**config.mk**
```make
export PLATFORM = sky130hd
export DESIGN_NAME = maze_access_ctrl
export DESIGN_NICKNAME = d
export VERILOG_FILES = /design/src/rtl/maze_pkg.sv /design/src/rtl/maze_pix_overlay.sv /design/src/rtl/maze_access_ctrl.sv
export SDC_FILE = /design/constraint.sdc
export NUM_CORES = 1
export LEC_CHECK = 0
export CORE_MARGIN = 5
export CORE_UTILIZATION = 35
export CTS_BUF_LIST = sky130_fd_sc_hd__clkbuf_4
export CTS_CLUSTER_DIAMETER = 60
export DETAILED_ROUTE_END_ITERATION = 12
export GPL_TIMING_DRIVEN = 0
export PLACE_DENSITY = 0.57
export SLEW_MARGIN = 40
export SYNTH_ARGS = -nofsm -noshare
export SYNTH_HDL_FRONTEND = slang
export SYNTH_HIERARCHICAL = 1
export SYNTH_SLANG_ARGS = --single-unit
export TNS_END_PERCENT = 100
```
**constraint.sdc**
```tcl
create_clock -name clk -period 7.7 [get_ports clk]
set_input_delay 2.31 -clock clk [delete_from_list [all_inputs] [get_ports clk]]
set_output_delay 2.31 -clock clk [all_outputs]
set_load 0.03 [all_outputs]
```
**src/rtl/maze_pkg.sv**
```systemverilog
// Shared constants and types for the maze access controller.
//   Screen geometry, player box geometry, colour codes, move direction
//   encoding, checker state encoding and the pixel index helper.
package maze_pkg;

    localparam int WIDTH   = 96;
    localparam int HEIGHT  = 64;
    localparam int PSIZE   = 3;
    localparam int STEP    = 1;
    localparam int START_X = 4;
    localparam int START_Y = 4;

    localparam logic [15:0] WALL_COLOUR = 16'hFFFF;
    localparam logic [15:0] GOAL_COLOUR = 16'h001F;
    localparam logic [15:0] PCOLOUR     = 16'hF800;

    typedef enum logic [1:0] {
        DIR_UP    = 2'd0,
        DIR_DOWN  = 2'd1,
        DIR_LEFT  = 2'd2,
        DIR_RIGHT = 2'd3
    } dir_t;

    typedef enum logic [2:0] {
        ST_IDLE   = 3'd0,
        ST_BOUNDS = 3'd1,
        ST_PROBE  = 3'd2,
        ST_WAIT   = 3'd3,
        ST_COMMIT = 3'd4,
        ST_REJECT = 3'd5
    } chk_state_t;

    // Linear ROM index of pixel (x,y); callers keep (x,y) on screen so it never wraps.
    function automatic logic [12:0] pix_idx(input logic [6:0] x, input logic [5:0] y);
        return 13'(y) * 13'(WIDTH) + 13'(x);
    endfunction

endpackage

```
**src/rtl/maze_pix_overlay.sv**
```systemverilog
// Display pipe: registers the requested index and composites the ROM pixel with
// the player box.
//   clk, reset          clock, asynchronous active-high reset
//   pix_req, pix_index  display request and index (cycle t0, sampled by the ROM too)
//   rom_data            ROM pixel for the t0 index, present in t1
//   player_x, player_y  player box top-left corner, used as seen in t1
//   pix_data, pix_valid composited pixel, valid in t2
module maze_pix_overlay
    import maze_pkg::*;
(
    input  logic        clk,
    input  logic        reset,
    input  logic        pix_req,
    input  logic [12:0] pix_index,
    input  logic [15:0] rom_data,
    input  logic [6:0]  player_x,
    input  logic [5:0]  player_y,
    output logic [15:0] pix_data,
    output logic        pix_valid
);

    logic        req_q, req_d;
    logic [12:0] idx_q, idx_d;
    logic [15:0] data_q, data_d;
    logic        valid_q, valid_d;
    logic [12:0] base_s;
    logic [12:0] row_start_s;
    logic        inside_s;

    // Box hit test: the box never crosses the right screen edge, so each of its rows is
    // one contiguous index run starting at base + r*WIDTH.
    always_comb begin
        base_s      = pix_idx(player_x, player_y);
        row_start_s = base_s;
        inside_s    = 1'b0;
        for (int r = 0; r < PSIZE; r++) begin
            row_start_s = base_s + 13'(r * WIDTH);
            if ((idx_q >= row_start_s) && (idx_q < row_start_s + 13'(PSIZE))) begin
                inside_s = 1'b1;
            end else begin
                inside_s = inside_s;
            end
        end
    end

    // Next-state of the two pipe stages; pix_data holds between valid beats.
    always_comb begin
        req_d   = pix_req;
        idx_d   = pix_index;
        valid_d = req_q;
        data_d  = data_q;
        if (req_q) begin
            data_d = inside_s ? PCOLOUR : rom_data;
        end else begin
            data_d = data_q;
        end
    end

    // Pipe registers.
    always_ff @(posedge clk or posedge reset) begin
        if (reset) begin
            req_q   <= 1'b0;
            idx_q   <= 13'd0;
            data_q  <= 16'd0;
            valid_q <= 1'b0;
        end else begin
            req_q   <= req_d;
            idx_q   <= idx_d;
            data_q  <= data_d;
            valid_q <= valid_d;
        end
    end

    assign pix_data  = data_q;
    assign pix_valid = valid_q;

endmodule

```
**src/rtl/maze_access_ctrl.sv**
```systemverilog
// Maze ROM port sharing between the OLED pixel requester and the player move checker.
//   Display requests always own the ROM port; the checker probes the leading edge of
//   the target box only in cycles without a display request.
//   clk, reset                         clock, asynchronous active-high reset
//   pix_req, pix_index / pix_data, pix_valid   display side
//   move_req, move_dir / move_busy, move_done, move_blocked   move side
//   player_x, player_y                 current box position
//   rom_index / rom_data               ROM port (1-cycle read latency)
//   goal_reached                       sticky goal flag
// Build option: define MAZE_GOAL_DETECT_EN to enable goal detection; otherwise
// goal_reached is tied low.
module maze_access_ctrl
    import maze_pkg::*;
(
    input  logic        clk,
    input  logic        reset,
    input  logic        pix_req,
    input  logic [12:0] pix_index,
    output logic [15:0] pix_data,
    output logic        pix_valid,
    input  logic        move_req,
    input  logic [1:0]  move_dir,
    output logic        move_busy,
    output logic        move_done,
    output logic        move_blocked,
    output logic [6:0]  player_x,
    output logic [5:0]  player_y,
    output logic [12:0] rom_index,
    input  logic [15:0] rom_data,
    output logic        goal_reached
);

    chk_state_t  state_q, state_d;
    dir_t        dir_q, dir_d;
    logic [1:0]  k_q, k_d;
    logic [6:0]  px_q, px_d;
    logic [5:0]  py_q, py_d;
    logic        done_q, done_d;
    logic        blocked_q, blocked_d;
    logic [12:0] rom_index_q, rom_index_d;
    logic [6:0]  tx_s, probe_x_s;
    logic [5:0]  ty_s, probe_y_s;
    logic        in_bounds_s;
    logic        busy_s;
`ifdef MAZE_GOAL_DETECT_EN
    logic        goal_q, goal_d;
    logic        goal_seen_q, goal_seen_d;
`endif

    // Target position of the latched move and whether it stays on screen.
    always_comb begin
        tx_s        = px_q;
        ty_s        = py_q;
        in_bounds_s = 1'b1;
        case (dir_q)
            DIR_UP:    if (py_q < 6'(STEP)) in_bounds_s = 1'b0; else ty_s = py_q - 6'(STEP);
            DIR_DOWN:  if (py_q > 6'(HEIGHT - PSIZE - STEP)) in_bounds_s = 1'b0; else ty_s = py_q + 6'(STEP);
            DIR_LEFT:  if (px_q < 7'(STEP)) in_bounds_s = 1'b0; else tx_s = px_q - 7'(STEP);
            DIR_RIGHT: if (px_q > 7'(WIDTH - PSIZE - STEP)) in_bounds_s = 1'b0; else tx_s = px_q + 7'(STEP);
            default:   in_bounds_s = 1'b0;
        endcase
    end

    // k-th pixel on the leading edge of the target box.
    always_comb begin
        probe_x_s = tx_s;
        probe_y_s = ty_s;
        case (dir_q)
            DIR_UP:    probe_x_s = tx_s + 7'(k_q);
            DIR_DOWN: begin
                probe_x_s = tx_s + 7'(k_q);
                probe_y_s = ty_s + 6'(PSIZE - 1);
            end
            DIR_LEFT:  probe_y_s = ty_s + 6'(k_q);
            DIR_RIGHT: begin
                probe_x_s = tx_s + 7'(PSIZE - 1);
                probe_y_s = ty_s + 6'(k_q);
            end
            default:   probe_x_s = tx_s;
        endcase
    end

    // ROM port arbiter: display first, then a pending probe, else hold the last address.
    always_comb begin
        if (pix_req) begin
            rom_index_d = pix_index;
        end else if (state_q == ST_PROBE) begin
            rom_index_d = pix_idx(probe_x_s, probe_y_s);
        end else begin
            rom_index_d = rom_index_q;
        end
    end

`ifdef MAZE_GOAL_DETECT_EN
    assign busy_s = (state_q != ST_IDLE) || goal_q;
`else
    assign busy_s = (state_q != ST_IDLE);
`endif

    // Checker FSM next-state and pulse outputs.
    always_comb begin
        state_d   = state_q;
        dir_d     = dir_q;
        k_d       = k_q;
        px_d      = px_q;
        py_d      = py_q;
        done_d    = 1'b0;
        blocked_d = 1'b0;
`ifdef MAZE_GOAL_DETECT_EN
        goal_d      = goal_q;
        goal_seen_d = goal_seen_q;
`endif
        case (state_q)
            ST_IDLE: begin
                if (move_req && !busy_s) begin
                    dir_d   = dir_t'(move_dir);
                    state_d = ST_BOUNDS;
`ifdef MAZE_GOAL_DETECT_EN
                    goal_seen_d = 1'b0;
`endif
                end else begin
                    state_d = ST_IDLE;
                end
            end
            ST_BOUNDS: begin
                if (!in_bounds_s) begin
                    state_d = ST_REJECT;
                end else begin
                    k_d     = 2'd0;
                    state_d = ST_PROBE;
                end
            end
            ST_PROBE: begin
                // The probe address only reaches the ROM in a cycle without a display request.
                if (!pix_req) state_d = ST_WAIT; else state_d = ST_PROBE;
            end
            ST_WAIT: begin
                if (rom_data == WALL_COLOUR) begin
                    state_d = ST_REJECT;
                end else begin
`ifdef MAZE_GOAL_DETECT_EN
                    if (rom_data == GOAL_COLOUR) goal_seen_d = 1'b1; else goal_seen_d = goal_seen_q;
`endif
                    k_d = k_q + 2'd1;
                    if (k_d == 2'(PSIZE)) state_d = ST_COMMIT; else state_d = ST_PROBE;
                end
            end
            ST_COMMIT: begin
                px_d    = tx_s;
                py_d    = ty_s;
                done_d  = 1'b1;
                state_d = ST_IDLE;
`ifdef MAZE_GOAL_DETECT_EN
                goal_d = goal_q | goal_seen_q;
`endif
            end
            ST_REJECT: begin
                blocked_d = 1'b1;
                state_d   = ST_IDLE;
            end
            default: state_d = ST_IDLE;
        endcase
    end

    // Checker state, position, pulses and held ROM address.
    always_ff @(posedge clk or posedge reset) begin
        if (reset) begin
            state_q     <= ST_IDLE;
            dir_q       <= DIR_UP;
            k_q         <= 2'd0;
            px_q        <= 7'(START_X);
            py_q        <= 6'(START_Y);
            done_q      <= 1'b0;
            blocked_q   <= 1'b0;
            rom_index_q <= 13'd0;
`ifdef MAZE_GOAL_DETECT_EN
            goal_q      <= 1'b0;
            goal_seen_q <= 1'b0;
`endif
        end else begin
            state_q     <= state_d;
            dir_q       <= dir_d;
            k_q         <= k_d;
            px_q        <= px_d;
            py_q        <= py_d;
            done_q      <= done_d;
            blocked_q   <= blocked_d;
            rom_index_q <= rom_index_d;
`ifdef MAZE_GOAL_DETECT_EN
            goal_q      <= goal_d;
            goal_seen_q <= goal_seen_d;
`endif
        end
    end

    maze_pix_overlay u_overlay (
        .clk       (clk),
        .reset     (reset),
        .pix_req   (pix_req),
        .pix_index (pix_index),
        .rom_data  (rom_data),
        .player_x  (px_q),
        .player_y  (py_q),
        .pix_data  (pix_data),
        .pix_valid (pix_valid)
    );

    assign rom_index    = rom_index_d;
    assign move_busy    = busy_s;
    assign move_done    = done_q;
    assign move_blocked = blocked_q;
    assign player_x     = px_q;
    assign player_y     = py_q;
`ifdef MAZE_GOAL_DETECT_EN
    assign goal_reached = goal_q;
`else
    assign goal_reached = 1'b0;
`endif

endmodule
```
==> results of run 1 <==
## critical path: stages, from the launching register on
cell and delay (ns):
dfrtp_2 0.40, inv_2 0.07, ha_1 0.25, nor2b_4 0.17, nand4_1 0.20, o21ai_2 0.20
nor2_1 0.10, xnor2_1 0.25, ha_1 0.19, inv_1 0.05, fa_1 0.45, a21oi_2 0.22
ha_1 0.21, inv_1 0.06, fa_1 0.42, inv_1 0.08, a21oi_1 0.08, o21bai_2 0.18
xor2_2 0.30, nand4_1 0.16, or3_1 0.37, nand3_1 0.12, clkbuf_4 0.20
## timing repair
item | 4_1_cts | 5_1_grt
resized for setup | 36 | 35
buffers inserted | 2 | 11
pin swaps | 1 | 6
gates cloned | 0 | 0
endpoints found under the setup margin | 8 | 7
## logic make-up (layout without fill, tap and decap cells)
logic type	after synthesis	in the layout	share of synthesized area [%]
xor gates and xnor gates	61	61	7.78
and+or+nand+nor	255	255	18.5
AOI/OAI and AO/OA	247	247	25.0
DFF	66	66	23.1
buffers and inverters	101	211	5.61
other	1	2	0.0524
muxes	8	8	1.17
adders and majority gates	104	104	18.8
## final cells by class
| cell class | instances | area (um2) |
|---|---|---|
| Fill cell | 2065 | 11500 |
| Multi-Input combinational cell | 676 | 5200 |
| Sequential cell | 66 | 1660 |
| Timing Repair Buffer | 95 | 923 |
| Tap cell | 270 | 338 |
| Inverter | 65 | 244 |
| Buffer | 35 | 169 |
| Clock buffer | 10 | 75.1 |
| Clock inverter | 6 | 67.6 |
| Antenna cell | 1 | 2.50 |
## flip-flops by register name (all words and copies together) (netlist names), 2 cells and up
name	flops
rom_index_q	13
k_q	2
player_y	6
dir_q	2
u_overlay/pix_data	16
player_x	7
u_overlay/idx_q	13
state_q	3
## power breakdown
group / total, W / internal [W] / switching, W
registers: 0.000550 / 0.000449 / 0.000101
clock network: 0.000247 / 0.000103 / 0.000144
logic: 0.00354 / 0.00143 / 0.00211
total: 0.00434 / 0.00198 / 0.00236
## stage by stage
step | instances | worst slack (ns) | TNS [ns] | hold WS, ns
floorplan | 843 | 0.358 | 0 | 0.433
global placement | 1193 | -0.703 | -3.13 | 0.498
detailed placement | 1195 | -0.725 | -3.07 | 0.512
CTS | 1212 | 0.00131 | 0 | 0.537
global route | 1224 | -0.111 | -0.112 | 0.556
finish | 1224 | 0.261 | 0 | 0.530
## cells in the mapped netlist (12+ instances only)
cell type,n,share of area [%]
ha_1,98,17
nand2_1,79,4.1
dfrtp_1,64,22
inv_1,63,3.3
a21oi_1,49,3.4
o21ai_0,48,3.4
nor2_1,45,2.4
xnor2_1,44,5.4
a21o_1,29,3.0
clkbuf_1,27,1.4
nand3_1,18,1.3
nand2b_1,17,1.5
nand4_1,15,1.3
nor3_1,15,1.0
xor2_1,15,1.8
o32ai_1,14,1.7
a211oi_1,12,1.3
## worst min path at each step
stage / endpoint / cells after the start / slack (ns)
floorplan: u_overlay/pix_valid$_DFF_PP0_ / 0 / 0.43
global placement: u_overlay/pix_valid$_DFF_PP0_ / 0 / 0.50
detailed placement: u_overlay/pix_valid$_DFF_PP0_ / 0 / 0.51
CTS: u_overlay/pix_valid$_DFF_PP0_ / 0 / 0.54
global route: u_overlay/pix_data[12]$_DFFE_PP0P_ / 1 / 0.56
finish: u_overlay/pix_valid$_DFF_PP0_ / 0 / 0.53
## per-layer routing
metal  track usage, %  up-vias  share of wire [%]
li1                 -     3301                  -
met1             23.7     3164                 47
met2             29.9      132                 49
met3             1.64       22                3.0
met4             3.52        0                1.1
met5                0        -                  0
==> flow_metrics.env, run 1 <==
export IMPL_first_iter_violations=408
export IMPL_crit_fanout=4
export IMPL_setup_viol=0
export IMPL_status="finished clean"
export IMPL_skew_ns=0.0194
export IMPL_dr_pass1_iters=5
export IMPL_h_tree_depth=3
export IMPL_io_buffers=80
export IMPL_hp_start="u_overlay/req_q$_DFF_PP0_"
export IMPL_design_area_um2=8680
export IMPL_syn_nets=982
export IMPL_wirelength_um=20700
export IMPL_tightest_slew_ns=0.803
export IMPL_drc=0
export IMPL_drive_gt1_share_pct=12.0
export IMPL_layout_commonest_cell="ha_1"
export IMPL_clock_path_buffers=2
export IMPL_cts_root_buf="clkbuf_4"
export IMPL_yosysSeqAreaShare_pct=23.1
export IMPL_fin_crit_sh_pct=96.6
export IMPL_r2r_end="u_overlay/pix_data[4]$_DFFE_PP0P_"
export IMPL_crit_type="reg -> out"
export IMPL_final_hold_violation_count=0
export IMPL_postPlaceCellArea_um2=8340
export IMPL_period_minus_slack_ns=7.44
export IMPL_grt_antenna_before_repair=1
export IMPL_drv_slew=0
export IMPL_crit_path_start="player_y[0]$_DFFE_PP0P_"
export IMPL_clkTransAtPathRegs_ns=0.12
export IMPL_die_w_um=153
export IMPL_critPathRequiredTime_ns=5.39
export IMPL_drtAntennaViolNets=0
export IMPL_p_leak_nw=3.64
export IMPL_die_h_um=153
export IMPL_timing_rr_start="player_y[1]$_DFFE_PP0P_"
export IMPL_synth_edf_count=0
export IMPL_finalPower_w=0.00434
export IMPL_nNetsFinal=1087
export IMPL_yosysWarnings=6
export IMPL_grt_max_degree=32
export IMPL_grt_pass1_wl_um=33800
export IMPL_syn_area_per_cell_um2=8.49
export IMPL_syn_area_um2=7160
export IMPL_vdd_ir_drop_max_mv=0.305
export IMPL_ios=82
export IMPL_synthArstFlopShare_pct=100
export IMPL_drv_cap=0
export IMPL_ys_types=96
export IMPL_start_kind="register"
export IMPL_tritoncts="done"
export IMPL_wl_per_cell_um=16.9
export IMPL_dp_hpwl_um=16300
export IMPL_num_vias=6619
export IMPL_max_slew_margin_pct=46.3
export IMPL_final_cell_mix="97 x ha_1, 79 x nand2_1, 73 x clkdlybuf4s50_1"
export IMPL_globalRouteTotalUtil_pct=17.3
export IMPL_design_core_area_um2=20200
export IMPL_synthCells=843
export IMPL_timing_reg2reg_setup_slack_ns=1.99
export IMPL_synth_ff_type="dfrtp_1"
export IMPL_die_area_um2=23400
export IMPL_hp_class="reg -> reg"
export IMPL_yosys_register_bits=66
export IMPL_rr_worst_depth=20
export IMPL_gp_congestion=0.837
export IMPL_max_freq_mhz=134
export IMPL_cts_sink_count=66
export IMPL_rsz0062_at_grt="yes"
export IMPL_viasPerCell=5.41
export IMPL_initial_utilization_pct=35.5
export IMPL_final_util_pct=43.0
export IMPL_arrival_ns=5.13
export IMPL_clkLatencyLatePin_ns=0.44
export IMPL_grt_overflow=0
export IMPL_worst_setup_path_endpoint="rom_index[11]"
export IMPL_area_growth_pct=21.3
export IMPL_grt_pass1_vias=6476
export IMPL_worstSetupEndpointType="output port"
export IMPL_numCtsBuffers=9
export IMPL_cts_hold_fix_buffers=0
export IMPL_core_rowCount=52
export IMPL_p_per_area_nw_per_um2=500
(Power assumes the default switching activity.)
==> run 2: changes to the inputs <==
- PLACE_DENSITY: 0.57 -> 0.64
==> flow_metrics.env, run 2 (synthesis results as in run 1) <==
export IMPL_wl_met2_um=9950
export IMPL_critPathBufInv=4
export IMPL_clkTransAtPathRegs_ns=0.13
export IMPL_switchingPower_w=0.00235
export IMPL_seq_power_share_pct=12.7
export IMPL_viasPerCell=5.39
export IMPL_globalRouteTotalUtil_pct=16.6
export IMPL_grt_pass1_wl_um=32600
export IMPL_nFillCells=2074
export IMPL_initial_utilization_pct=35.5
export IMPL_p_per_area_nw_per_um2=504
export IMPL_grt_overflow=0
export IMPL_final_cell_mix="97 x ha_1, 79 x nand2_1, 73 x clkdlybuf4s50_1"
export IMPL_num_vias=6570
export IMPL_grt_max_degree=36
export IMPL_worst_slack_ns=0.197
export IMPL_largest_register_ffs=16
export IMPL_clockPowerShare_pct=5.6
export IMPL_layout_commonest_cell="ha_1"
export IMPL_max_slew_margin_pct=45.5
export IMPL_holdWs_ns=0.521
export IMPL_vdd_ir_drop_max_mv=0.328
export IMPL_rsz0062_at_grt="yes"
export IMPL_crit_family="simple AND/OR/NAND/NOR gates"
export IMPL_design_core_area_um2=20200
export IMPL_dr_pass1_iters=5
export IMPL_critPathRequiredTime_ns=5.39
export IMPL_io_buffers=80
export IMPL_cpPeakStageDelay_ns=0.44
export IMPL_max_freq_mhz=133
export IMPL_crit_fanout=6
export IMPL_final_hold_violation_count=0
export IMPL_highest_layer="met4"
export IMPL_cp_slowest_cell="xor3_2"
export IMPL_cts_root_buf="clkbuf_4"
export IMPL_arrival_ns=5.19
export IMPL_drv_slew=0
export IMPL_tightest_slew_ns=0.813
export IMPL_p_int_w=0.00201
export IMPL_die_h_um=153
export IMPL_final_util_pct=42.9
export IMPL_cts_sink_count=66
export IMPL_wl_per_cell_um=16.6
export IMPL_drc=0
export IMPL_cpMostUsedCell="inv_1"
export IMPL_start_kind="register"
export IMPL_first_iter_violations=388
export IMPL_fin_crit_sh_pct=97.4
export IMPL_gp_congestion=0.864
export IMPL_clkLatencyLatePin_ns=0.44
export IMPL_h_tree_depth=3
export IMPL_die_w_um=153
export IMPL_p_leak_nw=3.61
export IMPL_die_area_um2=23400
export IMPL_combPwrFrac_pct=81.7
export IMPL_dp_hpwl_um=15700
export IMPL_dp_slack_ns=-0.665
export IMPL_core_rowCount=52
export IMPL_drtAntennaViolNets=0
export IMPL_ios=82
export IMPL_status="finished clean"
export IMPL_setup_viol=0
export IMPL_drv_cap=0
export IMPL_worstSetupEndpointType="output port"
export IMPL_stdcell_count=1220
export IMPL_drive_gt1_share_pct=11.7
export IMPL_cts_hold_fix_buffers=0
export IMPL_crit_type="reg -> out"
export IMPL_area_growth_pct=20.7
export IMPL_wirelength_met1_um=9320
export IMPL_grt_antenna_before_repair=1
export IMPL_skew_ns=0.0217
export IMPL_wirelength_um=20200
export IMPL_numCtsBuffers=9
export IMPL_setup_tns_ns=0
export IMPL_nNetsFinal=1083
export IMPL_tritoncts="done"
export IMPL_placed_cells=1194
export IMPL_dr_wl_met3_um=644
export IMPL_period_minus_slack_ns=7.50
export IMPL_grt_pass1_vias=6371
export IMPL_hp_class="reg -> reg"
export IMPL_swShare_pct=53.9
export IMPL_path_cells="inv_1 -> ha_1 -> nand2b_1 -> nor2_2 -> nand2_1 -> o21ai_2 -> nor2_1 -> xnor2_1 -> ha_1 -> inv_1 -> fa_1 -> nand4b_1 -> xor2_1 -> nand2_1 -> o211a_4 -> ha_4 -> inv_1 -> o21bai_1 -> a21oi_2 -> xor3_2 -> or3_1 -> nand3_1 -> buf_6"
export IMPL_clock_path_buffers=2
-- run 2: repair_timing --
action / 4_1_cts / 5_1_grt
hold endpoints to repair: 0 / 0
setup endpoints to repair: 8 / 7
setup buffers: 2 / 9
cloned: 0 / 0
pin swaps: 1 / 9
gates resized for setup: 34 / 35
-- run 2: power by group through the flow --
| stage | Sequential [W] | Clock [W] | Combinational [W] |
|---|---|---|---|
| finish | 0.000555 | 0.000244 | 0.00356 |
| global route | 0.000573 | 0.000266 | 0.00395 |
| CTS | 0.000559 | 0.000250 | 0.00342 |
| detailed placement | 0.000571 | 0 | 0.00335 |
| global placement | 0.000567 | 0 | 0.00333 |
| floorplan | 0.000622 | 0 | 0.00241 |
-- run 2: through the flow --
stage	total power, W	instance area (um2)
2_1_floorplan	0.00303	7160
3_3_place_gp	0.00389	8300
3_5_place_dp	0.00393	8310
4_1_cts	0.00423	8520
5_1_grt	0.00479	8640
6_report	0.00436	8640
-- run 2: area by class of cell --
| cell class | instances | area, um2 | share of cell area (%) |
|---|---|---|---|
| antenna | 1 | 2.50 | 0.0289 |
| buffer | 34 | 156 | 1.81 |
| clock buffer | 10 | 75.1 | 0.868 |
| clock inverter | 6 | 67.6 | 0.782 |
| inverter | 65 | 245 | 2.84 |
| multi-input combinational | 676 | 5230 | 60.5 |
| sequential | 66 | 1660 | 19.2 |
| tap | 270 | 338 | 3.91 |
| timing repair buffer | 92 | 868 | 10.0 |
-- run 2: worst paths after layout --
| path | startpoint | to | slack, ns | depth (start not counted) |
|---|---|---|---|---|
| min in group asynchronous | reset | player_x[1]$_DFFE_PP0P_ | 2.31 | 2 |
| worst min register to register | u_overlay/req_q$_DFF_PP0_ | u_overlay/pix_valid$_DFF_PP0_ | 0.52 | 0 |
| worst min-delay path | u_overlay/req_q$_DFF_PP0_ | u_overlay/pix_valid$_DFF_PP0_ | 0.52 | 0 |
| worst max-delay path | player_y[0]$_DFFE_PP0P_ | rom_index[11] | 0.20 | 23 |
| max in group asynchronous | reset | u_overlay/idx_q[5]$_DFF_PP0_ | 4.95 | 2 |
| worst max register to register | player_y[1]$_DFFE_PP0P_ | u_overlay/pix_data[10]$_DFFE_PP0P_ | 1.96 | 20 |
-- run 2: routing by layer --
layer	GRT usage (%)	vias up
met3	1.95	30
met4	3.61	0
li1	-	3291
met5	0	-
met2	29.0	139
met1	22.2	3110
-- run 2: worst reg2reg max path, cell delays in order (launching register included) --
cell	delay [ns]
dfrtp_2	0.43
buf_4	0.20
ha_1	0.32
inv_1	0.06
fa_1	0.44
xnor2_1	0.61
inv_1	0.28
ha_1	0.32
inv_1	0.13
a31oi_1	0.11
xnor2_1	0.30
inv_1	0.13
nor3b_2	0.21
xnor2_1	0.14
ha_1	0.27
a21o_1	0.18
a21oi_1	0.17
o211ai_1	0.18
o22ai_1	0.55
clkbuf_1	0.44
o32ai_1	0.18
==> run 3: changes to the inputs <==
- PLACE_DENSITY: 0.64 -> 0.56
==> flow_metrics.env, run 3 (synthesis results as in run 1) <==
export IMPL_status="finished clean"
export IMPL_max_freq_mhz=133
export IMPL_gp_congestion=0.837
export IMPL_grt_antenna_before_repair=2
export IMPL_die_w_um=153
export IMPL_start_kind="register"
export IMPL_io_buffers=80
export IMPL_worst_slack_ns=0.192
export IMPL_cp_slowest_cell="dfrtp_1"
export IMPL_area_growth_pct=21.4
export IMPL_hp_start="u_overlay/req_q$_DFF_PP0_"
export IMPL_numCtsBuffers=9
export IMPL_grt_overflow=0
export IMPL_critPathBufInv=4
export IMPL_drc=0
export IMPL_fin_crit_sh_pct=97.5
export IMPL_nFillCells=2097
export IMPL_dp_slack_ns=-0.695
export IMPL_cts_root_buf="clkbuf_4"
export IMPL_path_cells="clkbuf_2 -> inv_1 -> ha_1 -> and4b_1 -> o21ai_4 -> nand3_1 -> o21ai_0 -> a221o_1 -> ha_1 -> inv_1 -> fa_1 -> nor2_1 -> a21boi_0 -> a32o_1 -> ha_1 -> a21oi_1 -> nor2_1 -> and3_1 -> xnor2_1 -> a211oi_1 -> a21o_1 -> dlygate4sd2_1"
export IMPL_cpPeakStageDelay_ns=0.44
export IMPL_drive_gt1_share_pct=12.4
export IMPL_core_rowCount=52
export IMPL_h_tree_depth=3
export IMPL_ios=82
export IMPL_setup_tns_ns=0
export IMPL_rsz0062_at_grt="yes"
export IMPL_crit_family="compound AO/OA/AOI/OAI gates"
export IMPL_critPathRequiredTime_ns=5.39
export IMPL_clock_path_buffers=2
export IMPL_wirelength_um=20600
export IMPL_design_core_area_um2=20200
export IMPL_grt_max_degree=32
export IMPL_crit_type="reg -> out"
export IMPL_max_slew_margin_pct=50.6
export IMPL_tightest_slew_ns=0.736
export IMPL_die_h_um=153
export IMPL_grt_pass1_wl_um=33500
export IMPL_final_cell_mix="96 x ha_1, 79 x nand2_1, 73 x clkdlybuf4s50_1"
export IMPL_die_area_um2=23400
export IMPL_first_iter_violations=358
export IMPL_period_minus_slack_ns=7.51
export IMPL_drv_slew=0
export IMPL_cpMostUsedCell="ha_1"
export IMPL_arrival_ns=5.20
export IMPL_crit_fanout=8
export IMPL_num_vias=6549
export IMPL_layout_commonest_cell="ha_1"
export IMPL_cts_hold_fix_buffers=0
export IMPL_viasPerCell=5.33
export IMPL_multi_input_area_um2=5220
export IMPL_dr_pass1_iters=5
export IMPL_wl_per_cell_um=16.8
export IMPL_clkTransAtPathRegs_ns=0.13
export IMPL_initial_utilization_pct=35.5
export IMPL_holdWs_ns=0.512
export IMPL_nNetsFinal=1091
export IMPL_drv_cap=0
export IMPL_crit_path_start="player_x[1]$_DFFE_PP0P_"
export IMPL_drtAntennaViolNets=0
export IMPL_setup_viol=0
export IMPL_tritoncts="done"
export IMPL_dp_hpwl_um=16300
export IMPL_hp_class="reg -> reg"
export IMPL_cts_sink_count=66
export IMPL_final_seq_area_um2=1660
export IMPL_largest_register_ffs=16
export IMPL_globalRouteTotalUtil_pct=17.3
export IMPL_skew_ns=0.0261
export IMPL_final_hold_violation_count=0
export IMPL_clkLatencyLatePin_ns=0.43
export IMPL_timing_rr_start="player_y[1]$_DFFE_PP0P_"
export IMPL_worstSetupEndpointType="output port"
export IMPL_timing_reg2reg_setup_slack_ns=2.03
export IMPL_grt_pass1_vias=6344
-- run 3: final cells by class --
cell class                 count  area share (%)
antenna                        2          0.0576
buffer                        35            1.94
clock buffer                  11           0.950
clock inverter                 5           0.360
inverter                      65            2.81
multi-input combinational    676            60.0
sequential                    66            19.1
tap                          270            3.89
timing repair buffer          99            10.9
-- run 3: routing by layer --
layer / wire (um) / track usage [%] / vias up / part of all wire [%]
met3: 520 / 2.04 / 17 / 2.5
li1: - / - / 3310 / -
met5: 0 / 0 / - / 0
met2: 10100 / 29.6 / 122 / 49
met4: 212 / 3.65 / 0 / 1.0
met1: 9760 / 23.6 / 3100 / 47
-- run 3: stage by stage --
| step | std cells | area [um2] | util [%] |
|---|---|---|---|
| finish | 1229 | 8690 | 43.1 |
| global route | 1229 | 8690 | 43.1 |
| CTS | 1214 | 8570 | 42.5 |
| detailed placement | 1195 | 8340 | 41.3 |
| global placement | 1193 | 8300 | 41.1 |
| floorplan | 843 | 7160 | - |
-- run 3: path summary, 6_finish.rpt --
path	end	cells past startpoint
setup / recovery	rom_index[10]	22
hold / removal	u_overlay/pix_valid$_DFF_PP0_	0
setup reg to reg	u_overlay/pix_data[4]$_DFFE_PP0P_	19
hold reg to reg	u_overlay/pix_valid$_DFF_PP0_	0
max in group asynchronous	u_overlay/idx_q[8]$_DFF_PP0_	2
min in group asynchronous	player_x[1]$_DFFE_PP0P_	2
-- run 3: what timing repair did --
action	in CTS	in global routing
pin swaps	1	10
resized for setup	36	39
setup buffers	4	13
endpoints found under the setup margin	8	7
Power of run 3 is not shown: default switching activity piles up to over one toggle a cycle in this logic, so the estimate is an artifact.
